`config.mk`:
```
export PLATFORM = sky130hd
export DESIGN_NAME = req_encoder_4x2
export DESIGN_NICKNAME = d
export VERILOG_FILES = /design/src/rtl/req_encoder_4x2.sv
export SDC_FILE = /design/constraint.sdc
export NUM_CORES = 1
export LEC_CHECK = 0
export BUFFER_PORTS_ARGS = -buffer_cell sky130_fd_sc_hd__buf_4
export CAP_MARGIN = 20
export CELL_PAD_IN_SITES_DETAIL_PLACEMENT = 1
export CELL_PAD_IN_SITES_GLOBAL_PLACEMENT = 1
export CORE_ASPECT_RATIO = 1.4
export CORE_MARGIN = 2
export CORE_UTILIZATION = 46
export CTS_CLUSTER_SIZE = 16
export DETAILED_ROUTE_END_ITERATION = 7
export PLACE_DENSITY = 0.84
export SYNTH_ARGS = -nofsm -noshare
export SYNTH_HDL_FRONTEND = slang
export SYNTH_SLANG_ARGS = --single-unit
```
`constraint.sdc`:
```
create_clock -name clk -period 3.13 [get_ports clk]
set_clock_uncertainty 0.1 [all_clocks]
set_input_delay 0.4695 -clock clk [delete_from_list [all_inputs] [get_ports clk]]
set_output_delay 0.4695 -clock clk [all_outputs]
set_load 0.02 [all_outputs]
```
`src/rtl/req_encoder_4x2.sv`:
```
// Registered 4-to-2 request encoder: return path of the 2x4 active-low line decoder.
// Latency: req_n low first sampled at edge 1 -> valid high after edge SYNC_STAGES+2.
// Backpressure: code/valid held until ack; further edges on a pending line raise drop.
module req_encoder_4x2 #(
  parameter int SYNC_STAGES = 2,  // legal range 2..4
  parameter int ROUND_ROBIN = 0   // 0 = fixed priority (code 00 highest), 1 = round-robin
) (
  input  logic       clk,
  input  logic       rst_n,
  input  logic       en,
  input  logic [3:0] req_n,
  input  logic       ack,
  output logic [1:0] code,
  output logic       valid,
  output logic       multi,
  output logic       drop
);

  typedef enum logic {IDLE, PRESENT} state_t;

  state_t     state_q, state_nxt;
  logic [3:0] sync_q [SYNC_STAGES];
  logic [3:0] hist_q;
  logic [3:0] fall_line;
  logic [3:0] fall_code;
  logic [3:0] set_mask;
  logic [3:0] clr_mask;
  logic [3:0] pending_q, pending_nxt;
  logic [1:0] rr_ptr_q, rr_ptr_nxt;
  logic [1:0] code_nxt;
  logic       valid_nxt, multi_nxt, drop_nxt;
  logic [1:0] win_code;
  logic [3:0] win_onehot;
  logic [3:0] code_onehot;

  // Synchronizer chain; idle level of the lines is high, so reset to all ones.
  always_ff @(posedge clk or negedge rst_n) begin
    if (!rst_n) begin
      for (int i = 0; i < SYNC_STAGES; i++) sync_q[i] <= 4'b1111;
    end else begin
      sync_q[0] <= req_n;
      for (int i = 1; i < SYNC_STAGES; i++) sync_q[i] <= sync_q[i-1];
    end
  end

  // Previous synced value for falling-edge detection.
  always_ff @(posedge clk or negedge rst_n) begin
    if (!rst_n) hist_q <= 4'b1111;
    else        hist_q <= sync_q[SYNC_STAGES-1];
  end

  // Line i maps to code 3-i, so the per-code edge vector is the bit-reversed line vector.
  assign fall_line   = hist_q & ~sync_q[SYNC_STAGES-1];
  assign fall_code   = {fall_line[0], fall_line[1], fall_line[2], fall_line[3]};
  assign code_onehot = 4'b0001 << code;
  assign win_onehot  = 4'b0001 << win_code;

  // Winner selection over pending codes: fixed lowest-code or round-robin after rr_ptr.
  always_comb begin
    logic       found;
    logic [1:0] cand;
    win_code = 2'b00;
    found    = 1'b0;
    cand     = 2'b00;
    if (ROUND_ROBIN != 0) begin
      for (int k = 1; k <= 4; k++) begin
        cand = rr_ptr_q + 2'(k);
        if (!found && pending_q[cand]) begin
          win_code = cand;
          found    = 1'b1;
        end
      end
    end else begin
      for (int c = 3; c >= 0; c--) begin
        if (pending_q[c]) win_code = 2'(c);
      end
    end
  end

  // Next-state and output logic for the IDLE/PRESENT handshake.
  always_comb begin
    state_nxt  = state_q;
    code_nxt   = code;
    valid_nxt  = valid;
    multi_nxt  = multi;
    rr_ptr_nxt = rr_ptr_q;
    clr_mask   = 4'b0000;
    case (state_q)
      IDLE: begin
        valid_nxt = 1'b0;
        multi_nxt = 1'b0;
        if (en && (pending_q != 4'b0000)) begin
          state_nxt = PRESENT;
          code_nxt  = win_code;
          valid_nxt = 1'b1;
          multi_nxt = |(pending_q & ~win_onehot);
        end
      end
      PRESENT: begin
        multi_nxt = |(pending_q & ~code_onehot);
        if (ack) begin
          state_nxt  = IDLE;
          valid_nxt  = 1'b0;
          multi_nxt  = 1'b0;
          clr_mask   = code_onehot;
          rr_ptr_nxt = code;
        end
      end
      default: state_nxt = IDLE;
    endcase
  end

  // Pending update: a new edge on the acked line wins over the clear; edges while en=0 are discarded.
  always_comb begin
    set_mask    = en ? fall_code : 4'b0000;
    pending_nxt = (pending_q & ~clr_mask) | set_mask;
    drop_nxt    = |(set_mask & pending_q & ~clr_mask);
  end

  // State register; async reset makes valid drop immediately and loses all pending requests.
  always_ff @(posedge clk or negedge rst_n) begin
    if (!rst_n) begin
      state_q   <= IDLE;
      pending_q <= 4'b0000;
      rr_ptr_q  <= 2'b11;
      code      <= 2'b00;
      valid     <= 1'b0;
      multi     <= 1'b0;
      drop      <= 1'b0;
    end else begin
      state_q   <= state_nxt;
      pending_q <= pending_nxt;
      rr_ptr_q  <= rr_ptr_nxt;
      code      <= code_nxt;
      valid     <= valid_nxt;
      multi     <= multi_nxt;
      drop      <= drop_nxt;
    end
  end

endmodule
```
# == After elaboration in Yosys (flattened, before gate mapping) ==
# Index checks and enable logic that the tools add are counted.
# word_totals
register_bits,22
out_inout_bits,5
mem_bits_rw,0
word_cells,45
memories,0
latchBits,0
rom_bits,0
in_bits,8
# op_classes
shifts,2
add_sub_neg,0
n_lt_le_gt_ge,0
n_eq_ne,1
n_div,0
bitwise,12
mux,15
multipliers,0
n_reduce_logical,6
# ops
cell,n
4-bit bitwise AND,6
4-bit inverter,4
4-bit two-way mux,3
4-bit OR reduction,3
2-bit two-way mux,4
1-bit by 2-bit << shifter with 4-bit output (first input constant),2
1-bit case mux with 2 select lines,3
1-bit two-way mux,5
4-bit bitwise OR,1
4-bit nonzero test,1
2-bit != test (second input constant),1
2-bit AND reduction,1
1-bit logical AND,1
1-bit inverter,1

# == Logic depth before layout (Yosys ltp) ==
# logic_depth
ltp_word,10
mapped_depth,4
depth_no_buf,3

# == Worst setup path after synthesis ==
# Ideal clock, no wire load.
# synth_timing
kind,flip-flop to flip-flop
start,register code[0]
end,register multi
slack_ps,1683
stages_incl_launch_ff,5
setup_ps,134
arrival_ps,1212
period_less_slack_ps,1447
path_cell_list,dfrtp_1 -> buf_6 -> mux2_4 -> nor4b_1 -> o32ai_1
# synth_between
elab_chain_len,6
# synth_rtl
item,line_no,text
from (decl),13,"output logic [1:0] code,"
from (signal assigned),134,code <= code_nxt;
1-bit by 2-bit << shifter with 4-bit output,55,assign code_onehot = 4'b0001 << code;
4-bit inverter,100,multi_nxt = |(pending_q & ~code_onehot);
4-bit bitwise AND,100,
4-bit OR reduction,100,
1-bit two-way mux,101,if (ack) begin
1-bit case mux with 2 select lines,88,case (state_q)
net multi_nxt,31,"logic valid_nxt, multi_nxt, drop_nxt;"
to (signal assigned),136,multi <= multi_nxt;
to (decl),15,"output logic multi,"
# The timed path passes the listed nets, and every way through them passes these cells.
# A chain may end at the register's enable or synchronous reset.

# == Final worst setup path ==
# layout_timing
start,register code[0]
end,output port code[0]
# No word-level cell between the ends.

==> run_results.csv <==
group,metric,value,unit
outcome,status,"finished clean",
cts,htreeDepth,1,
pwr,p_clk_share,15.2,%
critical_path,crit_type,"flop to primary output",
critical_path,worst_ep_arrival_time,1.05,ns
cts,clock_path_buffers,2,
critical_path,critPathCaptureType,"primary output",
pwr,vdd.ir_drop.worst,347,uV
synthesis,synth-edff-count,0,
die,core,0.00178,mm^2
drt,ant_nets,0,
synthesis,yosys-top-cells-count,"dfstp_2, dfrtp_1",
synthesis,synthCells,66,
cts,cts.reportedPaths.clkPinSlew,0.11,ns
worst_hold_path,hold_path.class,"primary input to flop",
critical_path,path_max_fanout,11,
place,pre_cts_ws,1.65,ns
run,cap_viol_max_count,0,
synthesis,yosysWarnings,0,
final_layout,final_area,998,um^2
critical_path,r2r-start,"code[0]",
synthesis,yosysMostFrequentCell,"dfstp_2",
drt,vias,580,
place,place.gp.congestion,0.748,
synthesis,synth_nets,74,
sta,setup_ws,1.51,ns
synthesis,yosysTopAreaCell,"dfstp_2",
pwr,leakagePower,0.411,nW
sta,finalCriticalPeriod,1.62,ns
synthesis,ys_types,30,
pwr,p_comb_share,27.2,%
sta,setup_viol,0,
critical_path,start_kind,"flop",
die,num_rows,18,
sta,fin_setup_tns,0,ns
critical_path,critPathMaxStageDelay,0.56,ns
sta,layout_worst_path_cycle_share,51.9,%
drt,drt_iter0_markers,2,
die,die_area,0.00225,mm^2
pwr,power.density,755,mW/mm^2
die,ios,13,
sta,drv_slew,0,
drt,wire_per_inst,15.0,um
grt,antenna_found_initial,0,
critical_path,cp.required,2.56,ns
critical_path,startpoint,"code[0]",
die,initial_core_util,48.7,%
cts,cts_buffers,3,
critical_path,crit_family,"flip-flops",
cts,cts_resized,0,
critical_path,worst-path-buf-inv,1,
synthesis,synthTopCellsByArea,"dfstp_2, dfrtp_1, nand4_1",
cts,tritoncts,"built",
pwr,p_switching,0.251,mW
die,dieWidth,40.7,um
sta,hold_viol,0,
grt,grt_max_degree,23,
sta,rsz0062_at_grt,"no",
final_layout,syn2layout_area_growth,15.2,%
synthesis,synthFlopType,"dfstp_2",
drt,drc,0,
final_layout,final_nets,90,
place,hpwl,1130,um
pwr,intPower,0.503,mW
worst_hold_path,min-delay-start,"req_n[0]",
critical_path,path_cells,"buf_4",
place,portBuffers,12,
critical_path,cp_slowest_cell,"dfrtp_1",
drt,first_pass_iters,2,
die,chipHeight,55.4,um
drt,routed_wl,1500,um
pwr,pwr-share-seq,57.5,%
synthesis,syn_avg_cell_area,13.1,um^2
sta,slew_headroom,77.9,%
synthesis,synth.top_cell.area_share,36.4,%
grt,first_global_vias,630,
final_layout,num_antenna_cells,0,
grt,grt.overflow.total,0,
grt,gr-usage-all-layers,16.8,%
place,dpl-instance-area,966,um^2
synthesis,async_flop_share,100,%
sta,timing.fmax,616,MHz
synthesis,ys_seq_elements,22,
grt,grt_first_pass_wirelength,2620,um
cts,clkLatencyLatePin,0.28,ns
synthesis,ys_seq_area_share,65.2,%
pwr,swShare,33.3,%
sta,worst_pin_slew,0.327,ns
final_layout,drive_gt1_share,42.5,%
synthesis,synthesis.area,867,um^2
cts,clock-sinks,22,
cts,cts-root-buf,"clkbuf_4",
pwr,power.total,0.754,mW
drt,vias_per_cell,5.80,
==> through the flow <==
step | cells | utilization [%] | hold slack, ns
after global routing | 100 | 56.1 | 0.147
after global placement | 96 | 54.3 | 0.246
after floorplan | 66 | - | 0.0739
after detailed placement | 96 | 54.3 | 0.248
after CTS | 100 | 56.1 | 0.165
final | 100 | 56.1 | 0.178
==> worst paths after layout <==
path                             endpoint  slack [ns]  cells past startpoint
worst max-delay path              code[0]        1.51                      1
worst min-delay path            sync_q[4]        0.18                      1
worst max register to register      multi        1.64                      3
worst min register to register  sync_q[2]        0.26                      0
max in group asynchronous       sync_q[7]        2.17                      2
min in group asynchronous         code[0]        0.48                      2
==> final cells by class <==
type	instances	area, um^2
Fill cell	197	781
Timing Repair Buffer	13	100
Inverter	1	3.75
Clock buffer	3	22.5
Multi-Input combinational cell	41	282
Sequential cell	22	566
Tap cell	20	25.0
==> routing by layer <==
| metal | wire length [um] | share of wire, % | GRT usage (%) |
|---|---|---|---|
| met4 | 14 | 0.93 | 5.71 |
| met2 | 820 | 55 | 28.6 |
| met3 | 45 | 3.0 | 3.61 |
| met5 | 0 | 0 | 0 |
| met1 | 620 | 41 | 19.6 |
==> power groups by stage <==
| stage | combinational (mW) | clock [mW] | sequential [mW] |
|---|---|---|---|
| 4_1_cts | 0.209 | 0.123 | 0.433 |
| 2_1_floorplan | 0.140 | 0 | 0.430 |
| 3_5_place_dp | 0.207 | 0 | 0.438 |
| 5_1_grt | 0.226 | 0.135 | 0.445 |
| 6_report | 0.205 | 0.115 | 0.434 |
| 3_3_place_gp | 0.199 | 0 | 0.435 |
==> registers in the layout, indices dropped and copies added, names as in the netlist <==
register	cells
drop	1
code	2
state_q	1
valid	1
pending_q	4
hist_q	4
multi	1
sync_q	8
==> cell families after synthesis <==
family,count (synthesis),share of synthesized area [%]
muxes,1,1.73
and+or+nand+nor,23,16.3
AOI/OAI and AO/OA,17,14.4
DFF,22,65.2
buffers and inverters,3,2.31
==> repair_timing <==
action | 4_1_cts | 5_1_grt
buffers inserted | 0 | 0
hold buffers | 1 | 0
endpoints found under the hold margin | 10 | 0
==> layout by cell type, fill, tap and decap left out, drive strengths merged <==
cell,n
a21oi,4
and3,1
nand4b,1
nor4b,2
dfstp,12
nand2,3
o32ai,1
a311o,1
buf,12
nand4,4
a21bo,1
o21ai,4
o221a,1
dlygate4sd3,1
o2111ai,1
a22o,2
inv,1
or2,2
clkbuf,3
nand3,1
mux2,1
o41ai,1
a21o,1
nand3b,1
dfrtp,10
nand2b,1
nor2,2
nor2b,5
Note: power is estimated with default switching activity, not from simulation.
